## src/rtl/uart_tx_arb_if.sv

```systemverilog
// Bundle of the requester-side and uart_tx-side AXI-stream signals of uart_tx_arb.
// The slave modport is the arbiter's view; the master modport is the surrounding environment.
interface uart_tx_arb_if #(
  parameter int N_REQ = 4,
  parameter int W_OUT = 16,
  parameter int W_ID  = $clog2(N_REQ)
);
  logic [N_REQ-1:0]            s_valid;
  logic [N_REQ-1:0]            s_ready;
  logic [N_REQ-1:0][W_OUT-1:0] s_data;
  logic                        m_valid;
  logic                        m_ready;
  logic [W_OUT-1:0]            m_data;
  logic [W_ID-1:0]             m_id;

  modport slave (
    input  s_valid, s_data, m_ready,
    output s_ready, m_valid, m_data, m_id
  );

  modport master (
    output s_valid, s_data, m_ready,
    input  s_ready, m_valid, m_data, m_id
  );
endinterface

```

## src/rtl/uart_tx_arb.sv

```systemverilog
// Round-robin arbiter sharing one uart_tx between N_REQ AXI-stream producers, one whole word at a time.
// Optional macro UART_TX_ARB_PRIO0_EN gives requester 0 strict priority over the round-robin group.
module uart_tx_arb #(
  parameter int N_REQ = 4,
  parameter int W_OUT = 16,
  parameter int W_ID  = $clog2(N_REQ)
) (
  input  logic          clk,
  input  logic          rstn,
  uart_tx_arb_if.slave  bus
);

  typedef enum logic {IDLE, SEND} state_t;

  state_t           state;
  state_t           state_nxt;
  logic [W_ID-1:0]  last_grant;
  logic [W_ID-1:0]  grant;
  logic             found;
  logic             prio_grant;
  logic             load;
  logic [N_REQ-1:0] s_ready_c;
  logic             m_valid;
  logic [W_OUT-1:0] m_data;
  logic [W_ID-1:0]  m_id;

  // Search starts just after the last round-robin winner, so index N_REQ-1 wraps to 0.
  always_comb begin
    grant      = '0;
    found      = 1'b0;
    prio_grant = 1'b0;
    for (int k = 1; k <= N_REQ; k++) begin
      if (!found && bus.s_valid[(int'(last_grant) + k) % N_REQ]) begin
        grant = W_ID'((int'(last_grant) + k) % N_REQ);
        found = 1'b1;
      end
    end
`ifdef UART_TX_ARB_PRIO0_EN
    if (bus.s_valid[0]) begin
      grant      = '0;
      found      = 1'b1;
      prio_grant = 1'b1;
    end
`endif
  end

  always_comb begin
    state_nxt = state;
    s_ready_c = '0;
    load      = 1'b0;
    case (state)
      IDLE: begin
        if (found) begin
          s_ready_c[grant] = 1'b1;
          load             = 1'b1;
          state_nxt        = SEND;
        end
      end
      SEND: begin
        if (m_valid && bus.m_ready) state_nxt = IDLE;
      end
      default: state_nxt = IDLE;
    endcase
  end

  // A word is captured on the requester handshake and held until uart_tx takes it.
  always_ff @(posedge clk or negedge rstn) begin
    if (!rstn) begin
      state      <= IDLE;
      last_grant <= W_ID'(N_REQ - 1);
      m_valid    <= 1'b0;
      m_data     <= '0;
      m_id       <= '0;
    end else begin
      state <= state_nxt;
      if (load) begin
        m_valid <= 1'b1;
        m_data  <= bus.s_data[grant];
        m_id    <= grant;
        if (!prio_grant) last_grant <= grant;
      end else if (state == SEND && bus.m_ready) begin
        m_valid <= 1'b0;
      end
    end
  end

  assign bus.s_ready = s_ready_c;
  assign bus.m_valid = m_valid;
  assign bus.m_data  = m_data;
  assign bus.m_id    = m_id;

endmodule

```

## src/flat_wrapper.sv

```systemverilog
// flat-port wrapper written by rule: the top's interface ports become plain ports
module uart_tx_arb_flat 
#(
  parameter int N_REQ = 4,
  parameter int W_OUT = 16,
  parameter int W_ID  = $clog2(N_REQ)
)
  (clk, rstn, bus_s_valid, bus_s_data, bus_m_ready, bus_s_ready, bus_m_valid, bus_m_data, bus_m_id);
  uart_tx_arb_if #(.N_REQ(N_REQ), .W_OUT(W_OUT), .W_ID(W_ID)) bus_i ();
  input  logic clk;
  input  logic rstn;
  input wire logic [$bits(bus_i.s_valid)-1:0] bus_s_valid;
  input wire logic [$bits(bus_i.s_data)-1:0] bus_s_data;
  input wire logic [$bits(bus_i.m_ready)-1:0] bus_m_ready;
  output wire logic [$bits(bus_i.s_ready)-1:0] bus_s_ready;
  output wire logic [$bits(bus_i.m_valid)-1:0] bus_m_valid;
  output wire logic [$bits(bus_i.m_data)-1:0] bus_m_data;
  output wire logic [$bits(bus_i.m_id)-1:0] bus_m_id;
  assign bus_i.s_valid = bus_s_valid;
  assign bus_i.s_data = bus_s_data;
  assign bus_i.m_ready = bus_m_ready;
  assign bus_s_ready = bus_i.s_ready;
  assign bus_m_valid = bus_i.m_valid;
  assign bus_m_data = bus_i.m_data;
  assign bus_m_id = bus_i.m_id;
  uart_tx_arb #(.N_REQ(N_REQ), .W_OUT(W_OUT), .W_ID(W_ID)) u_core (.clk(clk), .rstn(rstn), .bus(bus_i));
endmodule
```

## config.mk

```make
export PLATFORM = sky130hd
export DESIGN_NAME = uart_tx_arb_flat
export DESIGN_NICKNAME = d
export VERILOG_FILES = /design/src/rtl/uart_tx_arb_if.sv /design/src/rtl/uart_tx_arb.sv /design/src/flat_wrapper.sv
export SDC_FILE = /design/constraint.sdc
export NUM_CORES = 1
export LEC_CHECK = 0
export BUFFER_PORTS_ARGS = -buffer_cell sky130_fd_sc_hd__clkbuf_2
export CAP_MARGIN = 30
export CORE_AREA = 3 3 62 64
export CTS_CLUSTER_SIZE = 30
export DETAILED_ROUTE_END_ITERATION = 12
export DIE_AREA = 0 0 65 67
export PLACE_DENSITY = 0.83
export SYNTH_ARGS = -nofsm -noshare
export SYNTH_HDL_FRONTEND = slang
export SYNTH_SLANG_ARGS = --single-unit
```

## constraint.sdc

```tcl
create_clock -name clk -period 1.8 [get_ports clk]
set_input_delay 0.09 -clock clk [delete_from_list [all_inputs] [get_ports clk]]
set_output_delay 0.09 -clock clk [all_outputs]
set_load 0.1 [all_outputs]
```

==> summary.md <==
| Metric | Value |
|---|---|
| Post-layout util | 0.653 |
| H-tree depth | 1 |
| Fin. Hold Viols | 0 |
| Hold Slack | about 83 ps |
| PortBufs | 93 |
| Leakage Power | roughly 1.2 nW |
| Reg2reg start | u_core.last_grant[1] |
| Initial DRC count | just over 90 |
| Switching pwr | roughly 2.3 mW |
| Gr ovfl total | 0 |
| Sequential Area | about 550 µm² |
| Synth Warn # | 0 |
| Clock sinks | 22 |
| Worst path cell trace | mux2i_4, o221ai_4, buf_12, nor2_4, buf_12 |
| CTS tree | done |
| Longest Clk Path Bufs | 2 |
| Crit-path max cell delay | 640 ps |
| Setup WS post-layout | -148 ps |
| Critical path destination | bus_s_ready[0] |
| Chip Height | 67 µm |
| Switch share | 0.595 |
| Initial antenna violation count | 0 |
| Synth Register Bits | 22 |
| Comb power frac | 0.717 |
| Fillers | approximately 300 |
| # IOs | 94 |
| WP buf/inv | 2 |
| CP max-delay cell | dfstp_2 |
| Vias in the first global route | approximately 1500 |
| Area Growth Syn to Fin | 59.7% |
| Worst EP arrival | between 1500 and 2000 ps |
| Placed instance area | between 0.0015 and 0.002 mm² |
| R2R Path End | u_core.bus.m_data[15] |
| Period minus WS final | just under 2000 ps |
| RSZ-0062 raised after global routing | true |
| CP startpoint | u_core.last_grant[1] |
| Slew @ Worst Pin | roughly 560 ps |
| Skew final | slightly above 6 ps |
| Clock Power Share | 0.063 |
| Nets | ~310 |
| Reg2reg path depth | 7 |
| Post-route cell area | roughly 0.0022 mm² |
| Max Freq | 513 MHz |
| Router iterations before antenna repair | 4 |
| Distinct cells, synth | 20 |
| Period Utilization, post-route | 1.08 |
| Drt wl/cell | 15.0 µm |
| Final slew viol count | 0 |
| Stages on worst setup path | 5 |
| Crit path max fanout | 5 |
| Vias | about 1500 |
| # DRC | 0 |
| CTS Buf Count | 3 |
| DIE AREA | around 0.0044 mm² |
| Pre-CTS WS | -97.8 ps |
| Worst VDD drop | between 0.0009 and 0.001 V |
| Req. time, crit path | ~1700 ps |
| Clock slew at reported path FFs | 130 ps |
| Top delay family on crit path | flip-flops |
| GPL Wtd Cong | about 0.84 |
| DP Wirelength | around 3100 µm |
| CP endpoint kind | primary output |
| Largest net degree at the start of global routing | 23 |
| Area taken by multi-input logic gates | 802 µm² |
| Sequential share of power | 0.220 |
| Max-Cap Viols | 0 |
| Skew-Pair Late Insertion Delay | around 310 ps |
| WS Path Type | register to primary output |
| Cell count of the worst hold path | 3 |
| Synthesized cell area | between 0.001 and 0.0015 mm² |
| Core Footprint | ~0.0033 mm² |
| CP dominant cell by count | buf_12 |
| Via/cell ratio | between 5 and 6 |
| First-pass GRT wire length | ~6700 µm |
| GRT Util Overall | 0.202 |
| Status | finished, violations left |
| Synthesized area per cell | 10.5 µm² |
| Power Dens Cells | 1780 mW/mm² |
| Syn Nets | between 200 and 250 |
| Slew HR | 0.627 |
| CTS root buf | clkbuf_4 |
| Post-synthesis instance total | 130 |
| Die Wd | between 60 and 70 µm |
| Total power | just under 4 mW |
| Rows | 21 |
| Setup-failing EPs final | 20 |
| R2R setup slack | -130 ps |
| Share of layout cells above drive strength 1 | 0.554 |
| Worst Hold Class | primary input to register |
| Sequential area share after synthesis | 0.406 |
| Diode count | 0 |
| Starting density of the core | 0.409 |
| Routed Antenna Nets | 0 |
| Internal power | 1.58 mW |
| WL final | between 4000 and 5000 µm |
| Failing checks | setup timing |
| Startpoint Class | register |
==> through the flow <==
stage | std cells | TNS, ps
2_1_floorplan | 130 | -42.0
3_3_place_gp | 271 | 0
3_5_place_dp | 271 | -667
4_1_cts | 287 | -2360
5_1_grt | 288 | -4040
6_report | 288 | -1880
==> worst reg2reg max path, cell delays in order, from the launching register on <==
cell and delay (ps):
dfstp_2 640, nand2b_1 140, a21oi_2 70, o221ai_4 260, buf_4 180, buf_12 150, mux2i_1 220, o221ai_1 150
==> routing by layer <==
layer	part of all wire	GRT usage
met1	0.37	0.231
met5	0	0
met4	0.014	0.0765
met3	0.056	0.0354
met2	0.56	0.370
==> power groups by stage <==
stage	Clock (mW)	Sequential (mW)	Combinational [mW]
floorplan	0	2.18	0.796
global placement	0	0.854	2.56
detailed placement	0	0.857	2.60
CTS	0.245	0.863	2.74
global route	0.282	0.880	2.91
finish	0.245	0.855	2.79
==> synthesized netlist by cell type <==
cell / number / area share
a21o_1: 1 / 0.0055
a21oi_1: 5 / 0.018
a21oi_2: 1 / 0.0064
a31oi_1: 2 / 0.0092
and2b_1: 1 / 0.0055
and3_1: 2 / 0.0092
buf_12: 3 / 0.044
buf_2: 2 / 0.0073
buf_4: 1 / 0.0055
buf_6: 1 / 0.0083
clkbuf_4: 1 / 0.0055
dfrtp_1: 20 / 0.37
dfstp_2: 2 / 0.039
inv_1: 1 / 0.0027
mux2i_1: 33 / 0.24
nand2_1: 23 / 0.063
nand2b_1: 5 / 0.023
nor2_1: 9 / 0.025
o221ai_1: 16 / 0.10
o221ai_2: 1 / 0.011
==> kinds of logic (layout without fill, tap and decap cells) <==
family                 after synthesis  in the layout  share of synthesized area
AO/OA/AOI/OAI                       26             26                      0.153
flip-flops                          22             22                      0.406
AND/OR/NAND/NOR                     40             40                      0.126
buffers and inverters                9            121                     0.0734
multiplexers                        33             33                      0.242
==> cell type report <==
type                            count  area share
Inverter                            1     0.00172
Timing Repair Buffer              116       0.338
Multi-Input combinational cell     99       0.368
Tap cell                           46      0.0264
Sequential cell                    22       0.254
Clock buffer                        4      0.0121
==> layout by cell type (no fill, tap or decap), drive strengths merged <==
cell         synthesis  routed
nand2               23      23
dfstp                2       2
buf                  7      25
inv                  1       1
dfrtp               20      20
a31oi                2       2
and3                 2       2
dlygate4sd3          0       2
a21o                 1       1
a21oi                6       6
nor2                 9       9
clkbuf               1      93
o221ai              17      17
and2b                1       1
mux2i               33      33
nand2b               5       5
==> state kept, by name, indices dropped and copies added, names as in the netlist <==
name                count
u_core.last_grant       2
u_core.state            1
u_core.bus.m_valid      1
u_core.bus.m_data      16
u_core.bus.m_id         2
==> repair_timing <==
| action | in CTS | in global routing |
|---|---|---|
| hold buffers | 2 | 0 |
| setup endpoints to repair | 20 | 20 |
| pin swaps | 7 | 5 |
| buffers inserted | 10 | 2 |
| hold endpoints to repair | 21 | 0 |
| gates resized for setup | 13 | 2 |
==> worst min-delay path by stage <==
stage                           endpoint  slack (ps)     startpoint
detailed placement  u_core.bus.m_data[0]         110           rstn
global route        u_core.bus.m_data[7]          70  bus_s_data[7]
CTS                 u_core.bus.m_data[0]          90  bus_s_data[0]
floorplan           u_core.bus.m_data[0]        -210           rstn
global placement    u_core.bus.m_data[0]         110           rstn
finish              u_core.bus.m_data[0]          80  bus_s_data[0]
Note: power is estimated with default switching activity, not from simulation.
